--- config.mk ---
export PLATFORM = sky130hd
export DESIGN_NAME = instr_fetch_unit
export DESIGN_NICKNAME = d
export VERILOG_FILES = /design/src/rtl/instr_fetch_unit.sv
export SDC_FILE = /design/constraint.sdc
export NUM_CORES = 1
export LEC_CHECK = 0
export CAP_MARGIN = 5
export CORE_UTILIZATION = 25
export CTS_CLUSTER_SIZE = 8
export DETAILED_ROUTE_END_ITERATION = 16
export PLACE_DENSITY_LB_ADDON = 0.25
export SETUP_SLACK_MARGIN = 0.3
export SLEW_MARGIN = 20
export SYNTH_ARGS = -nofsm -noshare
export SYNTH_HDL_FRONTEND = slang
export SYNTH_SLANG_ARGS = --single-unit
--- constraint.sdc ---
create_clock -name clk -period 9.94 [get_ports clk]
set_input_delay 1.491 -clock clk [delete_from_list [all_inputs] [get_ports clk]]
set_output_delay 1.491 -clock clk [all_outputs]
set_load 0.1 [all_outputs]
--- src/rtl/instr_fetch_unit.sv ---
// Fetch stage: PC, in-order imem requests, instruction FIFO toward decode, redirect flush.
// Optional opcode legality flag on the decode port is built only with IFU_ILLEGAL_CHECK_EN.
module instr_fetch_unit #(
    parameter logic [31:0] RESET_PC   = 32'h0000_0000,
    parameter int          FIFO_DEPTH = 2
) (
    input  logic        clk,
    input  logic        reset,
    output logic        imem_req_valid,
    input  logic        imem_req_ready,
    output logic [31:0] imem_req_addr,
    input  logic        imem_resp_valid,
    input  logic [31:0] imem_resp_data,
    input  logic        redirect_valid,
    input  logic [31:0] redirect_pc,
    output logic        id_valid,
    input  logic        id_ready,
    output logic [31:0] id_instr,
    output logic [31:0] id_pc,
    output logic [6:0]  id_opcode,
    output logic        id_illegal
);
    localparam int PW = $clog2(FIFO_DEPTH);
    localparam int CW = PW + 1;
    localparam logic [CW-1:0] DEPTH_C = CW'(FIFO_DEPTH);
    localparam logic [CW-1:0] CNT_ZERO = {CW{1'b0}};
    localparam logic [CW-1:0] CNT_ONE  = {{PW{1'b0}}, 1'b1};
    localparam logic [PW-1:0] PTR_ZERO = {PW{1'b0}};
    localparam logic [PW-1:0] PTR_ONE  = {{(PW-1){1'b0}}, 1'b1};

    logic [31:0]   pc_q, pc_d;
    logic [CW-1:0] outstanding_q, outstanding_d;
    logic [CW-1:0] fifo_count_q, fifo_count_d;
    logic [CW-1:0] drop_cnt_q, drop_cnt_d;
    logic [PW-1:0] wr_ptr_q, wr_ptr_d, rd_ptr_q, rd_ptr_d;
    logic [PW-1:0] req_wr_q, req_wr_d, req_rd_q, req_rd_d;
    logic [31:0]   instr_buf_q [FIFO_DEPTH];
    logic [31:0]   instr_buf_d [FIFO_DEPTH];
    logic [31:0]   pc_buf_q    [FIFO_DEPTH];
    logic [31:0]   pc_buf_d    [FIFO_DEPTH];
    logic [31:0]   req_pc_q    [FIFO_DEPTH];
    logic [31:0]   req_pc_d    [FIFO_DEPTH];

    logic        req_fire_s, resp_drop_s, push_s, pop_s;
    logic [31:0] redirect_word_s;

    // Issue is capped so in-flight plus buffered entries never exceed the FIFO
    assign imem_req_valid = !reset && !redirect_valid &&
                            ((outstanding_q + fifo_count_q) < DEPTH_C);
    assign imem_req_addr  = pc_q;
    assign id_valid       = (fifo_count_q != CNT_ZERO);
    assign id_instr       = instr_buf_q[rd_ptr_q];
    assign id_pc          = pc_buf_q[rd_ptr_q];
    assign id_opcode      = id_instr[6:0];

    // Next-state for PC, request-PC tracking, drop counter and instruction FIFO
    always_comb begin
        req_fire_s      = imem_req_valid && imem_req_ready;
        resp_drop_s     = (drop_cnt_q != CNT_ZERO);
        push_s          = imem_resp_valid && !resp_drop_s && !redirect_valid;
        pop_s           = id_valid && id_ready;
        redirect_word_s = redirect_pc & 32'hFFFF_FFFC;
        instr_buf_d     = instr_buf_q;
        pc_buf_d        = pc_buf_q;
        req_pc_d        = req_pc_q;
        req_wr_d        = req_wr_q;
        req_rd_d        = req_rd_q;
        wr_ptr_d        = wr_ptr_q;
        rd_ptr_d        = rd_ptr_q;
        fifo_count_d    = fifo_count_q;

        if (redirect_valid) begin
            pc_d = redirect_word_s;
        end else if (req_fire_s) begin
            pc_d = pc_q + 32'd4;
        end else begin
            pc_d = pc_q;
        end

        if (req_fire_s) begin
            req_pc_d[req_wr_q] = pc_q;
            req_wr_d           = req_wr_q + PTR_ONE;
        end else begin
            req_wr_d = req_wr_q;
        end

        outstanding_d = outstanding_q + (req_fire_s ? CNT_ONE : CNT_ZERO)
                                      - (imem_resp_valid ? CNT_ONE : CNT_ZERO);

        // Everything still in flight after a redirect belongs to the old stream
        if (redirect_valid) begin
            drop_cnt_d = outstanding_d;
        end else if (imem_resp_valid && resp_drop_s) begin
            drop_cnt_d = drop_cnt_q - CNT_ONE;
        end else begin
            drop_cnt_d = drop_cnt_q;
        end

        if (redirect_valid) begin
            wr_ptr_d     = PTR_ZERO;
            rd_ptr_d     = PTR_ZERO;
            fifo_count_d = CNT_ZERO;
        end else begin
            if (push_s) begin
                instr_buf_d[wr_ptr_q] = imem_resp_data;
                pc_buf_d[wr_ptr_q]    = req_pc_q[req_rd_q];
                wr_ptr_d              = wr_ptr_q + PTR_ONE;
            end else begin
                wr_ptr_d = wr_ptr_q;
            end
            if (pop_s) begin
                rd_ptr_d = rd_ptr_q + PTR_ONE;
            end else begin
                rd_ptr_d = rd_ptr_q;
            end
            fifo_count_d = fifo_count_q + (push_s ? CNT_ONE : CNT_ZERO)
                                        - (pop_s ? CNT_ONE : CNT_ZERO);
        end

        if (imem_resp_valid) begin
            req_rd_d = req_rd_q + PTR_ONE;
        end else begin
            req_rd_d = req_rd_q;
        end
    end

    // State registers with asynchronous reset
    always_ff @(posedge clk or posedge reset) begin
        if (reset) begin
            pc_q          <= RESET_PC;
            outstanding_q <= CNT_ZERO;
            fifo_count_q  <= CNT_ZERO;
            drop_cnt_q    <= CNT_ZERO;
            wr_ptr_q      <= PTR_ZERO;
            rd_ptr_q      <= PTR_ZERO;
            req_wr_q      <= PTR_ZERO;
            req_rd_q      <= PTR_ZERO;
            for (int i = 0; i < FIFO_DEPTH; i++) begin
                instr_buf_q[i] <= 32'h0000_0000;
                pc_buf_q[i]    <= 32'h0000_0000;
                req_pc_q[i]    <= 32'h0000_0000;
            end
        end else begin
            pc_q          <= pc_d;
            outstanding_q <= outstanding_d;
            fifo_count_q  <= fifo_count_d;
            drop_cnt_q    <= drop_cnt_d;
            wr_ptr_q      <= wr_ptr_d;
            rd_ptr_q      <= rd_ptr_d;
            req_wr_q      <= req_wr_d;
            req_rd_q      <= req_rd_d;
            instr_buf_q   <= instr_buf_d;
            pc_buf_q      <= pc_buf_d;
            req_pc_q      <= req_pc_d;
        end
    end

`ifdef IFU_ILLEGAL_CHECK_EN
    logic opcode_legal_s;

    // Opcodes the downstream control decoder understands
    always_comb begin
        case (id_opcode)
            7'b0110011, 7'b0000011, 7'b0100011,
            7'b0010011, 7'b1100011: opcode_legal_s = 1'b1;
            default:                opcode_legal_s = 1'b0;
        endcase
    end

    assign id_illegal = id_valid && !opcode_legal_s;
`else
    assign id_illegal = 1'b0;
`endif

    instr_fetch_unit_chk #(.CW(CW)) u_chk (
        .clk        (clk),
        .reset      (reset),
        .resp_valid (imem_resp_valid),
        .fifo_count (fifo_count_q),
        .depth      (DEPTH_C)
    );
endmodule

// Protocol checker: a response must never arrive while the instruction FIFO is full.
module instr_fetch_unit_chk #(
    parameter int CW = 2
) (
    input logic          clk,
    input logic          reset,
    input logic          resp_valid,
    input logic [CW-1:0] fifo_count,
    input logic [CW-1:0] depth
);
    a_no_resp_when_full: assert property (@(posedge clk) disable iff (reset)
        !(resp_valid && (fifo_count == depth)));
endmodule

==> flow_summary.json <==
{
  "synth.area.mux_share": 0.241,
  "timing.clock.skew_ns": 0.0140,
  "synth.ff_latch_count": 224,
  "critical_path_required_ns": 8.45,
  "simple_logic_cell_fraction_of_the_synthesized_area": 0.0834,
  "detail_route.wirelength_um": 25200,
  "die_w_um": 203,
  "final_hold_viol_count": 0,
  "antenna_cells_inserted": 0,
  "ys_types": 39,
  "cts_made_buffers": 34,
  "grt.overflow.total": 0,
  "slew-limit-headroom": 0.243,
  "fraction_of_final_layout_cells_with_drive_strength_greater_than_1": 0.244,
  "synthXorXnorAreaFrac": 0.0199,
  "clock_insertion_delay_worst_skew_ns": 0.51,
  "worstReg2RegEnd": "req_pc_q[22]",
  "critPathArrivalTime_ns": 3.82,
  "actual_transition_at_the_worst_max_transition_pin_ns": 1.13,
  "critPathMaxFanout": 77,
  "worst_hold_path.num_cells": 2,
  "number_of_antenna_violations_at_the_first_check_in_global_routing": 0,
  "port_buffers": 168,
  "initial_utilization": 0.253,
  "hp-class": "flop to flop",
  "drtIter0Drc": 216,
  "floorplan.io_pins": 176,
  "dr.pass1.iters": 4,
  "tritoncts": "done",
  "path_clk_slew_ns": 0.05,
  "grt_first_pass_wirelength_um": 40200,
  "place.gp.congestion": 0.707,
  "proportion_of_synthesized_chip_area_in_sequential_cells": 0.557,
  "fmaxAchievable_mhz": 188,
  "commonest_cells_after_routing_fill_and_taps_aside": "222 x dfrtp_1, 183 x mux2_2, 168 x clkdlybuf4s50_1",
  "route.antenna.remaining_nets": 0,
  "synth_compound_gate_area_share": 0.0574,
  "syn_to_final_growth_pct": 30.7,
  "outcome": "finished clean",
  "grt_max_degree": 79,
  "dominantRegCellSynth": "dfrtp_1",
  "synth-async-reset-ratio": 1.00,
  "die_h_um": 203,
  "drc_errors": 0,
  "cts_hold_repair.buffers": 0,
  "r2r_cells": 5,
  "synth_area_per_cell_um2": 12.1,
  "fin_util": 0.331,
  "hold_end": "pc_buf_q[18]",
  "post_synth_instance_area_um2": 10100,
  "finalWorstPathRequiredPeriod_ns": 5.31,
  "worstSetupStartpointType": "input pin",
  "period_share": 0.534,
  "largest_family_of_logic_cells_by_synthesized_area": "multiplexers",
  "htree_num_levels": 2,
  "wire_per_inst_um": 16.6,
  "post_layout_instance_count_excluding_filler_cells": 1520,
  "worst_r2r_startpoint": "fifo_count_q[1]",
  "routed_via_density": 4.41,
  "max_cap_viol_count": 0,
  "hold_start": "pc_buf_q[18]",
  "syn-instance-count": 835,
  "layout.nets": 1066,
  "grt_setup_unrepaired": "false",
  "fp.dieArea_um2": 41100,
  "clock_sink_count": 224,
  "post_cts.repair.setup_buffers": 0,
  "setup_violators_final": 0,
  "clk_path_buf_depth": 3,
  "slew_violations": 0,
  "layout.cells.most_common": "dfrtp_1",
  "yosys_warnings": 0,
  "number_of_global_route_vias_before_repair": 6866,
  "setup-tns-final_ns": 0,
  "critPathKind": "input pin to output port",
  "place.detailed.hpwl_um": 15900,
  "post-place-cells": 1479,
  "rrSetupSlack_ns": 6.75,
  "synth-adder-area-share": 0.00746,
  "setup.worst_path.end_class": "output port",
  "placementRows": 73,
  "edff_count_synth": 0,
  "post_cts.resized_instances": 0,
  "ctsRootBufferMaster": "clkbuf_16",
  "number_of_vias_in_the_routed_layout": 6710,
  "groute.usage.overall": 0.125,
  "area_of_the_placeable_core_um2": 39700
}
[worst max-delay path by stage]
stage               cells past startpoint  slack (ns)        endpoint  start
floorplan                               2        1.01  imem_req_valid  reset
finish                                  4        4.63  imem_req_valid  reset
global placement                        4        4.57  imem_req_valid  reset
CTS                                     4        4.57  imem_req_valid  reset
global route                            4        4.50  imem_req_valid  reset
detailed placement                      4        4.58  imem_req_valid  reset
[per-stage QoR]
stage,setup WS (ns),area (um^2),hold WS [ns]
3_3_place_gp,4.57,12200,0.456
4_1_cts,4.57,13100,0.476
3_5_place_dp,4.58,12200,0.464
5_1_grt,4.50,13200,0.491
6_report,4.63,13200,0.470
2_1_floorplan,1.01,10100,0.444
[area by class of cell]
type / instances / area (um^2)
Clock buffer: 36 / 858
Sequential cell: 224 / 5610
Timing Repair Buffer: 176 / 1750
Clock inverter: 5 / 68.8
Fill cell: 3992 / 26600
Inverter: 12 / 52.6
Tap cell: 525 / 657
Multi-Input combinational cell: 542 / 4160
[cell families (layout without fill, tap and decap cells)]
logic type | after synthesis | count (layout)
buffers and inverters | 73 | 229
other | 1 | 5
xor gates and xnor gates | 22 | 22
and+or+nand+nor | 181 | 181
AOI/OAI and AO/OA | 109 | 109
adders and majority gates | 6 | 6
muxes | 219 | 219
DFF | 224 | 224
[critical path, cell delays in order]
cell             delay (ns)
clkdlybuf4s50_1        0.51
inv_8                  0.42
and3_1                 0.25
clkdlybuf4s50_1        1.14
[synthesized netlist by cell type (4+ instances only)]
cell type    n  area share
a31oi_1     15      0.0093
clkbuf_1    29       0.011
nor3_1       5      0.0025
and3_1       4      0.0025
nand3_1     11      0.0055
nand4_1     12      0.0075
mux2_2     183        0.20
a21oi_1     31       0.015
xor2_1      13       0.011
inv_1       11      0.0041
nor2_1      55       0.021
ha_1         6      0.0075
dfrtp_1    224        0.56
or3_1       11      0.0068
o21ai_0     58       0.029
nand2_1     64       0.024
mux2i_1     33       0.033
buf_1        6      0.0022
buf_2       12      0.0060
buf_4       13      0.0097
xnor2_1      8      0.0070
[metal layers]
metal | track usage | vias up | part of all wire | wire (um)
met4 | 0.0427 | 0 | 0.024 | 616
met5 | 0 | - | 0 | 0
met2 | 0.195 | 154 | 0.45 | 11400
met3 | 0.0230 | 40 | 0.039 | 977
li1 | - | 3220 | - | -
met1 | 0.174 | 3296 | 0.48 | 12200
[state kept, by name, indices dropped and copies added (netlist names)]
signal and flops:
req_rd_q 1, outstanding_q 2, imem_req_addr 30, drop_cnt_q 2, rd_ptr_q 1, pc_buf_q 60
req_pc_q 60, instr_buf_q 64, wr_ptr_q 1, req_wr_q 1, fifo_count_q 2
Power is left out: the tool's default activity adds up to more than one toggle a clock period on the data nets, which glitch-free logic cannot reach.
